## config.mk

```make
export PLATFORM = sky130hd
export DESIGN_NAME = main_mem_tlul_responder
export DESIGN_NICKNAME = d
export VERILOG_FILES = /design/src/rtl/tlul_pkg.sv /design/src/rtl/main_mem_resp_pkg.sv /design/src/rtl/main_mem_rsp_fifo.sv /design/src/rtl/main_mem_tlul_responder.sv
export SDC_FILE = /design/constraint.sdc
export NUM_CORES = 1
export LEC_CHECK = 0
export BUFFER_PORTS_ARGS = -buffer_cell sky130_fd_sc_hd__clkbuf_2
export CAP_MARGIN = 20
export CORE_ASPECT_RATIO = 1.5
export CORE_MARGIN = 2
export CORE_UTILIZATION = 40
export CTS_CLUSTER_SIZE = 12
export DETAILED_ROUTE_END_ITERATION = 7
export GPL_ROUTABILITY_DRIVEN = 1
export GPL_TIMING_DRIVEN = 0
export SLEW_MARGIN = 10
export SYNTH_ARGS = -nofsm -noshare
export SYNTH_HDL_FRONTEND = slang
export SYNTH_SLANG_ARGS = --single-unit
export TNS_END_PERCENT = 5
```

## constraint.sdc

```tcl
create_clock -name clk_i -period 4.4 [get_ports clk_i]
set_input_delay 0.66 -clock clk_i [delete_from_list [all_inputs] [get_ports clk_i]]
set_output_delay 0.66 -clock clk_i [all_outputs]
set_load 0.01 [all_outputs]
```

## src/rtl/tlul_pkg.sv

```systemverilog
// TileLink-UL channel structs and the response-integrity generator shared by TL-UL endpoints.
package tlul_pkg;

    localparam int TL_AW  = 32;
    localparam int TL_DW  = 32;
    localparam int TL_AIW = 8;
    localparam int TL_DBW = TL_DW / 8;
    localparam int TL_SZW = 2;

    typedef struct packed {
        logic [6:0] cmd_intg;
        logic [6:0] data_intg;
    } tl_a_user_t;

    typedef struct packed {
        logic [6:0] rsp_intg;
        logic [6:0] data_intg;
    } tl_d_user_t;

    typedef struct packed {
        logic              a_valid;
        logic [2:0]        a_opcode;
        logic [2:0]        a_param;
        logic [TL_SZW-1:0] a_size;
        logic [TL_AIW-1:0] a_source;
        logic [TL_AW-1:0]  a_address;
        logic [TL_DBW-1:0] a_mask;
        logic [TL_DW-1:0]  a_data;
        tl_a_user_t        a_user;
        logic              d_ready;
    } tl_h2d_t;

    typedef struct packed {
        logic              d_valid;
        logic [2:0]        d_opcode;
        logic [2:0]        d_param;
        logic [TL_SZW-1:0] d_size;
        logic [TL_AIW-1:0] d_source;
        logic [0:0]        d_sink;
        logic [TL_DW-1:0]  d_data;
        tl_d_user_t        d_user;
        logic              d_error;
        logic              a_ready;
    } tl_d2h_t;

    // Hamming code over 57 bits plus an overall parity bit in the top position.
    function automatic logic [6:0] intg_code(input logic [56:0] d);
        logic [6:0] c;
        c = '0;
        for (int j = 0; j < 57; j++) begin
            for (int i = 0; i < 6; i++) begin
                if ((((j + 1) >> i) & 1) != 0) begin
                    c[i] = c[i] ^ d[j];
                end
            end
        end
        c[6] = ^{d, c[5:0]};
        return c;
    endfunction

    // Integrity for the D channel: one code over the response header, one over the data.
    function automatic tl_d_user_t rsp_intg_gen(input logic [2:0]        opcode,
                                                input logic [TL_SZW-1:0] size,
                                                input logic              error,
                                                input logic [TL_DW-1:0]  data);
        tl_d_user_t u;
        u.rsp_intg  = intg_code(57'({opcode, size, error}));
        u.data_intg = intg_code(57'(data));
        return u;
    endfunction

endpackage

```

## src/rtl/main_mem_resp_pkg.sv

```systemverilog
// Shared types and helpers for the main-memory TL-UL responder.
package main_mem_resp_pkg;

    localparam logic [2:0] OpPutFullData    = 3'h0;
    localparam logic [2:0] OpPutPartialData = 3'h1;
    localparam logic [2:0] OpGet            = 3'h4;
    localparam logic [2:0] OpAccessAck      = 3'h0;
    localparam logic [2:0] OpAccessAckData  = 3'h1;

    // Data returned for a Get that was rejected by the request checks.
    localparam logic [31:0] ErrData = 32'hFFFF_FFFF;

    // One slot of the fixed-latency pipeline that tracks each accepted request.
    typedef struct packed {
        logic                         valid;
        logic                         is_get;
        logic                         error;
        logic [tlul_pkg::TL_AIW-1:0]  source;
        logic [tlul_pkg::TL_SZW-1:0]  size;
    } pipe_entry_t;

    // One queued D-channel response.
    typedef struct packed {
        logic                         is_get;
        logic                         error;
        logic [tlul_pkg::TL_AIW-1:0]  source;
        logic [tlul_pkg::TL_SZW-1:0]  size;
        logic [31:0]                  data;
    } rsp_entry_t;

    // Byte lanes a PutFullData of the given size must enable at the given word offset.
    function automatic logic [3:0] full_mask(input logic [1:0] size, input logic [1:0] offset);
        logic [3:0] m;
        m = '0;
        case (size)
            2'd0:    m = 4'b0001 << offset;
            2'd1:    m = offset[1] ? 4'b1100 : 4'b0011;
            2'd2:    m = 4'b1111;
            default: m = 4'b0000;
        endcase
        return m;
    endfunction

endpackage

```

## src/rtl/main_mem_rsp_fifo.sv

```systemverilog
// Synchronous FIFO with first-word fall-through read of the head entry.
module main_mem_rsp_fifo #(
    parameter int  Depth   = 4,
    parameter type entry_t = logic [31:0]
) (
    input  logic                       clk_i,
    input  logic                       rst_i,
    input  logic                       push_i,
    input  entry_t                     wdata_i,
    input  logic                       pop_i,
    output entry_t                     rdata_o,
    output logic [$clog2(Depth+1)-1:0] count_o,
    output logic                       full_o,
    output logic                       empty_o
);
    localparam int              PtrW    = (Depth > 1) ? $clog2(Depth) : 1;
    localparam int              CntW    = $clog2(Depth + 1);
    localparam logic [PtrW-1:0] LastPtr = PtrW'(Depth - 1);
    localparam logic [CntW-1:0] FullCnt = CntW'(Depth);

    entry_t          mem_q [Depth];
    logic [PtrW-1:0] wptr_q, wptr_d, rptr_q, rptr_d;
    logic [CntW-1:0] count_q, count_d;
    logic            do_push, do_pop;

    assign full_o  = (count_q == FullCnt);
    assign empty_o = (count_q == '0);
    assign count_o = count_q;
    assign rdata_o = mem_q[rptr_q];
    assign do_push = push_i && !full_o;
    assign do_pop  = pop_i && !empty_o;

    // Pointer and occupancy next state; pointers wrap explicitly so any depth works.
    always_comb begin
        wptr_d  = wptr_q;
        rptr_d  = rptr_q;
        if (do_push) wptr_d = (wptr_q == LastPtr) ? '0 : wptr_q + PtrW'(1);
        if (do_pop)  rptr_d = (rptr_q == LastPtr) ? '0 : rptr_q + PtrW'(1);
        count_d = count_q + CntW'(do_push) - CntW'(do_pop);
    end

    // Control state; reset empties the queue.
    always_ff @(posedge clk_i) begin
        if (rst_i) begin
            wptr_q  <= '0;
            rptr_q  <= '0;
            count_q <= '0;
        end else begin
            wptr_q  <= wptr_d;
            rptr_q  <= rptr_d;
            count_q <= count_d;
        end
    end

    // Entry storage; contents are only observed while the queue is non-empty.
    always_ff @(posedge clk_i) begin
        if (do_push) mem_q[wptr_q] <= wdata_i;
    end

endmodule

```

## src/rtl/main_mem_tlul_responder.sv

```systemverilog
// TL-UL device responder for the DMA main-memory port driving a fixed-latency memory macro.
module main_mem_tlul_responder
    import tlul_pkg::*;
    import main_mem_resp_pkg::*;
#(
    parameter int MemSize     = 1048576,
    parameter int ReadLatency = 1,
    parameter int RspDepth    = 4
) (
    input  logic                        clk_i,
    input  logic                        rst_i,
    input  tl_h2d_t                     tl_i,
    output tl_d2h_t                     tl_o,
    output logic                        mem_req_o,
    output logic                        mem_we_o,
    output logic [$clog2(MemSize)-3:0]  mem_addr_o,
    output logic [31:0]                 mem_wdata_o,
    output logic [3:0]                  mem_be_o,
    input  logic [31:0]                 mem_rdata_i
);
    localparam int              AW       = $clog2(MemSize);
    localparam int              CntW     = $clog2(RspDepth + 1);
    localparam logic [32:0]     MemLimit = 33'(MemSize);
    localparam logic [CntW:0]   DepthW   = RspDepth[CntW:0];

    pipe_entry_t [ReadLatency-1:0] pipe_q, pipe_d;
    pipe_entry_t                   pipe_in, pipe_out;
    rsp_entry_t                    rsp_in, rsp_head;
    logic [CntW-1:0]               inflight_q, inflight_d;
    logic [CntW-1:0]               fifo_count;
    logic [CntW:0]                 credits_used;
    logic                          fifo_full, fifo_empty;
    logic                          a_ready, accept, req_err, mem_go, is_get;
    logic                          op_bad, size_bad, align_bad, range_bad, mask_bad;
    logic                          d_valid, d_pop;
    logic                          unused_sigs;

    assign unused_sigs = ^{tl_i.a_param, tl_i.a_user, fifo_full};

    // Credits cover both the latency pipeline and the response queue, so the queue can never overflow.
    assign credits_used = {1'b0, inflight_q} + {1'b0, fifo_count};
    assign a_ready      = !rst_i && (credits_used < DepthW);
    assign accept       = tl_i.a_valid && a_ready;
    assign is_get       = (tl_i.a_opcode == OpGet);

    // Request checks; any failure turns the request into an error response with no memory access.
    always_comb begin
        op_bad    = !(tl_i.a_opcode inside {OpPutFullData, OpPutPartialData, OpGet});
        size_bad  = (tl_i.a_size > 2'd2);
        align_bad = ((tl_i.a_size == 2'd1) && tl_i.a_address[0]) ||
                    ((tl_i.a_size == 2'd2) && (tl_i.a_address[1:0] != 2'b00));
        range_bad = ({1'b0, tl_i.a_address} >= MemLimit);
        mask_bad  = (tl_i.a_opcode == OpPutFullData) &&
                    (tl_i.a_mask != full_mask(tl_i.a_size, tl_i.a_address[1:0]));
        req_err   = op_bad || size_bad || align_bad || range_bad || mask_bad;
    end

    // Memory strobe in the accept cycle; other memory outputs stay at zero when idle.
    assign mem_go      = accept && !req_err;
    assign mem_req_o   = mem_go;
    assign mem_we_o    = mem_go && !is_get;
    assign mem_addr_o  = mem_go ? tl_i.a_address[AW-1:2] : '0;
    assign mem_wdata_o = mem_go ? tl_i.a_data : '0;
    assign mem_be_o    = mem_go ? (is_get ? 4'hF : tl_i.a_mask) : 4'h0;

    // Every accepted request, errored or not, enters the pipeline to keep responses in order.
    always_comb begin
        pipe_in        = '0;
        pipe_in.valid  = accept;
        pipe_in.is_get = is_get;
        pipe_in.error  = req_err;
        pipe_in.source = tl_i.a_source;
        pipe_in.size   = tl_i.a_size;
    end

    genvar gi;
    for (gi = 0; gi < ReadLatency; gi++) begin : g_pipe
        if (gi == 0) begin : g_first
            assign pipe_d[gi] = pipe_in;
        end else begin : g_shift
            assign pipe_d[gi] = pipe_q[gi-1];
        end
    end

    assign pipe_out   = pipe_q[ReadLatency-1];
    assign inflight_d = inflight_q + CntW'(accept) - CntW'(pipe_out.valid);

    // Latency pipeline and its occupancy counter.
    always_ff @(posedge clk_i) begin
        if (rst_i) begin
            pipe_q     <= '0;
            inflight_q <= '0;
        end else begin
            pipe_q     <= pipe_d;
            inflight_q <= inflight_d;
        end
    end

    // Entry leaving the pipeline becomes a response; memory data is valid exactly now.
    always_comb begin
        rsp_in        = '0;
        rsp_in.is_get = pipe_out.is_get;
        rsp_in.error  = pipe_out.error;
        rsp_in.source = pipe_out.source;
        rsp_in.size   = pipe_out.size;
        if (pipe_out.is_get) rsp_in.data = pipe_out.error ? ErrData : mem_rdata_i;
    end

    main_mem_rsp_fifo #(
        .Depth   (RspDepth),
        .entry_t (rsp_entry_t)
    ) u_rsp_fifo (
        .clk_i   (clk_i),
        .rst_i   (rst_i),
        .push_i  (pipe_out.valid),
        .wdata_i (rsp_in),
        .pop_i   (d_pop),
        .rdata_o (rsp_head),
        .count_o (fifo_count),
        .full_o  (fifo_full),
        .empty_o (fifo_empty)
    );

    assign d_valid = !rst_i && !fifo_empty;
    assign d_pop   = d_valid && tl_i.d_ready;

    // D channel driven from the queue head; everything reads zero while no response is offered.
    always_comb begin
        tl_o         = '0;
        tl_o.a_ready = a_ready;
        if (d_valid) begin
            tl_o.d_valid  = 1'b1;
            tl_o.d_opcode = rsp_head.is_get ? OpAccessAckData : OpAccessAck;
            tl_o.d_size   = rsp_head.size;
            tl_o.d_source = rsp_head.source;
            tl_o.d_data   = rsp_head.data;
            tl_o.d_error  = rsp_head.error;
            tl_o.d_user   = rsp_intg_gen(tl_o.d_opcode, rsp_head.size, rsp_head.error, rsp_head.data);
        end
    end

endmodule
```

==> Implementation_results.wiki <==
{| class="wikitable"
! Metric !! Value
|-
| Status || finished clean
|-
| Layout overhead on the synthesized area || 23.7%
|-
| Count of nets after finishing || roughly 1000
|-
| Cell family contributing the most delay on the critical path || XOR/XNOR gates
|-
| Core area || 0.0229 mm2
|-
| Number of H-tree levels || 1
|-
| Area enclosed by the die boundary || approximately 0.024 mm2
|-
| Proportion of register bits with asynchronous set or reset after synthesis || 0%
|-
| Data arrival at the endpoint of the critical path || 3.58 ns
|-
| Share of synthesized area occupied by flip-flops and latches || just over 60%
|-
| Leak pwr || 4.80 nW
|-
| CP Buf/Inv Count || 2
|-
| Row count || 68
|-
| Fill cells || ~2000
|-
| Number of clock buffers inserted by TritonCTS || 20
|-
| Count of inserted antenna diode cells || 0
|-
| Half-perimeter wire length after detailed placement || between 15000 and 20000 um
|-
| Worst-Margin Slew || between 0.9 and 1 ns
|-
| Worst-path fanout max || 8
|-
| Largest net degree at the start of global routing || 45
|-
| Cells taking the most area after synthesis || sky130_fd_sc_hd__edfxtp_1, sky130_fd_sc_hd__mux4_2, sky130_fd_sc_hd__dfxtp_1
|-
| Post-detailed-route DRC marker count || 0
|-
| Max-slew violation count || 0
|-
| Worst-case vdd ir drop || 1.18 mV
|-
| Bufs on Longest Clock Path || 3
|-
| Count of input and output buffers || about 230
|-
| Final min period || between 4 and 5 ns
|-
| Total clock sinks || ~200
|-
| Worst-case clock skew || between 0.009 and 0.01 ns
|-
| Crit-path cells || buf_6 -> mux4_1 -> xnor2_2 -> xnor3_1 -> xnor2_2 -> xnor3_1 -> xnor3_1 -> nor2_1 -> clkbuf_2
|-
| Number of flops mapped to enable cells by yosys || roughly 180
|-
| Synthesized cell area || between 0.009 and 0.01 mm2
|-
| Vias in the first global route || roughly 6000
|-
| Worst hold margin || about 0.40 ns
|-
| Post-synthesis average cell area || between 15 and 20 um2
|-
| Final Hold Fails || 0
|-
| Horizontal die dimension || around 130 um
|-
| Average wire per cell in the routed design || about 19 um
|-
| Total power per unit cell area || ~650 mW/mm2
|-
| Area occupied by multi-input gates || about 0.0033 mm2
|-
| Seq. cell area || about 0.0058 mm2
|-
| Fraction of post-synthesis cell area in the top cell type by area || 56.9%
|-
| Most common flop cell mapped by yosys || sky130_fd_sc_hd__edfxtp_1
|-
| GR Util All Layers || between 15 and 20%
|-
| Share of cells above drive strength 1 || approximately 38%
|-
| Number of vias in the routed layout || slightly below 6000
|-
| Die Ht || around 190 um
|-
| Final-report setup violation count || 0
|-
| Clock tree from TritonCTS || yes
|-
| Most used cell, CP || sky130_fd_sc_hd__xnor3_1
|-
| Endpoint kind of the worst setup timing path || primary output
|-
| Longest individual stage delay on the worst path || about 0.67 ns
|-
| Gate count of the mapped netlist || between 500 and 600
|-
| Worst skew pair latency || about 0.48 ns
|-
| Commonest cells post-synth || sky130_fd_sc_hd__edfxtp_1, sky130_fd_sc_hd__and2_1, sky130_fd_sc_hd__and3_1, sky130_fd_sc_hd__xnor2_1, sky130_fd_sc_hd__mux4_2
|-
| Power Total || ~7.4 mW
|-
| Cell with the largest stage delay on the worst path || sky130_fd_sc_hd__mux4_1
|-
| Critical path class || reg2out
|-
| Sort of element at the start of the critical path || flip-flop
|-
| Share of the clock period used by the worst path after layout || between 90% and 100%
|-
| Clock root buffer || sky130_fd_sc_hd__clkbuf_16
|-
| Worst EP required || 3.74 ns
|-
| Warning count from the yosys run || 0
|-
| Number of max-cap violations || 0
|-
| Cell type contributing the most total cell area after synthesis || sky130_fd_sc_hd__edfxtp_1
|-
| GRT overflow || 0
|-
| Count of distinct cell types in the synthesized netlist || 43
|-
| Vias per std cell || slightly above 5
|-
| Register bit total from synthesis || 201
|-
| Clock transition at the registers of the reported paths || roughly 0.06 ns
|-
| Setup repair after global routing missed its margin || false
|-
| Total Negative Setup Slacks || 0 ns
|-
| First-pass detailed-route iteration total || 4
|-
| First-pass GRT wire length || ~33000 um
|-
| Initial drt markers || 220
|-
| Total routed wirelength || 22100 um
|-
| Initial antenna violation count || 0
|-
| I/O pin count || 256
|-
| Routability congestion estimate from global placement || 0.863
|-
| Max Freq || about 240 MHz
|-
| Number of antenna-violating nets in the routed design || 0
|-
| Most instantiated library cell after synthesis || sky130_fd_sc_hd__edfxtp_1
|-
| Kind of path behind the tightest hold check || in2reg
|-
| CTS hold repair buffers || 0
|-
| Normalized max-slew margin || between 30% and 40%
|-
| Initial core utilization || between 40% and 50%
|}
cell families after synthesis:
| kind of cell | count (synthesis) | synth area share (%) |
|---|---|---|
| muxes | 46 | 11.1 |
| DFF | 201 | 62.3 |
| and+or+nand+nor | 162 | 10.1 |
| xor gates and xnor gates | 58 | 6.91 |
| AOI/OAI and AO/OA | 52 | 4.14 |
| adders and majority gates | 13 | 1.91 |
| buffers and inverters | 60 | 3.49 |
| other | 1 | 0.0404 |
through the flow:
| stage | setup slack, ns | instance area, um2 | cells | utilization, % |
|---|---|---|---|---|
| final | 0.159 | 11500 | 1150 | 50.2 |
| after global routing | 0.00157 | 11500 | 1150 | 50.2 |
| after CTS | 0.0195 | 11400 | 1147 | 49.9 |
| after detailed placement | 0.342 | 10800 | 1111 | 47.4 |
| after global placement | 0.379 | 10800 | 1110 | 47.3 |
| after floorplan | 0.970 | 9320 | 601 | - |
flip-flops by register name (all words and copies together), names as in the netlist, named ones only:
signal              count
u_rsp_fifo.rptr_q       2
u_rsp_fifo.wptr_q       2
pipe_out               13
inflight_q              3
u_rsp_fifo.count_o      3
u_rsp_fifo.mem_q      176
timing repair:
item / 4_1_cts / 5_1_grt
endpoints found under the hold margin: 0 / 0
setup endpoints to repair: 0 / 1
gates resized for setup: 0 / 7
buffers inserted: 0 / 3
placed cells by master, fill, tap and decap left out, types with 3 or more instances in the layout:
master and instances:
sky130_fd_sc_hd__and3_1 52, sky130_fd_sc_hd__o211a_1 4, sky130_fd_sc_hd__conb_1 9, sky130_fd_sc_hd__edfxtp_1 176, sky130_fd_sc_hd__buf_4 18, sky130_fd_sc_hd__ha_1 11
sky130_fd_sc_hd__xor2_1 5, sky130_fd_sc_hd__dfxtp_1 25, sky130_fd_sc_hd__clkbuf_1 40, sky130_fd_sc_hd__inv_1 11, sky130_fd_sc_hd__o22ai_1 3, sky130_fd_sc_hd__xnor2_1 36
sky130_fd_sc_hd__nor3_1 5, sky130_fd_sc_hd__nor2_1 25, sky130_fd_sc_hd__and2_1 48, sky130_fd_sc_hd__a21oi_1 3, sky130_fd_sc_hd__and2_4 3, sky130_fd_sc_hd__xnor2_2 9
sky130_fd_sc_hd__buf_6 3, sky130_fd_sc_hd__xnor3_1 7, sky130_fd_sc_hd__clkbuf_2 229, sky130_fd_sc_hd__mux4_1 6, sky130_fd_sc_hd__mux4_2 38, sky130_fd_sc_hd__clkbuf_16 21
sky130_fd_sc_hd__nor2b_1 11, sky130_fd_sc_hd__o21ai_0 3, sky130_fd_sc_hd__o21a_1 32, sky130_fd_sc_hd__nand2_1 6
report_power, final:
part	internal [mW]	switching, mW
registers	2.21	0.0594
logic	2.01	1.62
clock network	0.889	0.640
total	5.10	2.32
per-layer routing:
metal | wire length [um] | vias to the layer above | global-route usage [%]
met5 | 0 | - | 0
met4 | 570 | 0 | 5.24
met3 | 1160 | 31 | 2.53
met2 | 12500 | 234 | 36.2
met1 | 7870 | 2822 | 18.5
li1 | - | 2725 | -
area by class of cell:
class | instances | area share [%]
clock buffers | 36 | 5.06
inverters | 11 | 0.359
well taps | 280 | 3.05
flip-flops and latches | 201 | 50.4
plain buffers | 49 | 2.50
repair buffers | 233 | 10.3
multi-input cells | 340 | 28.3
worst paths after layout:
kind / start / to / slack, ns / depth (start not counted)
max reg2reg: u_rsp_fifo.count_o[1] / inflight_q[2] / 0.68 / 14
min reg2reg: pipe_out[2] / u_rsp_fifo.mem_q[1][34] / 0.48 / 0
max: flip-flop / tl_o[8] / 0.16 / 9
min: tl_i[84] / pipe_out[3] / 0.40 / 2
No activity file was read; power rests on OpenSTA's default activity.
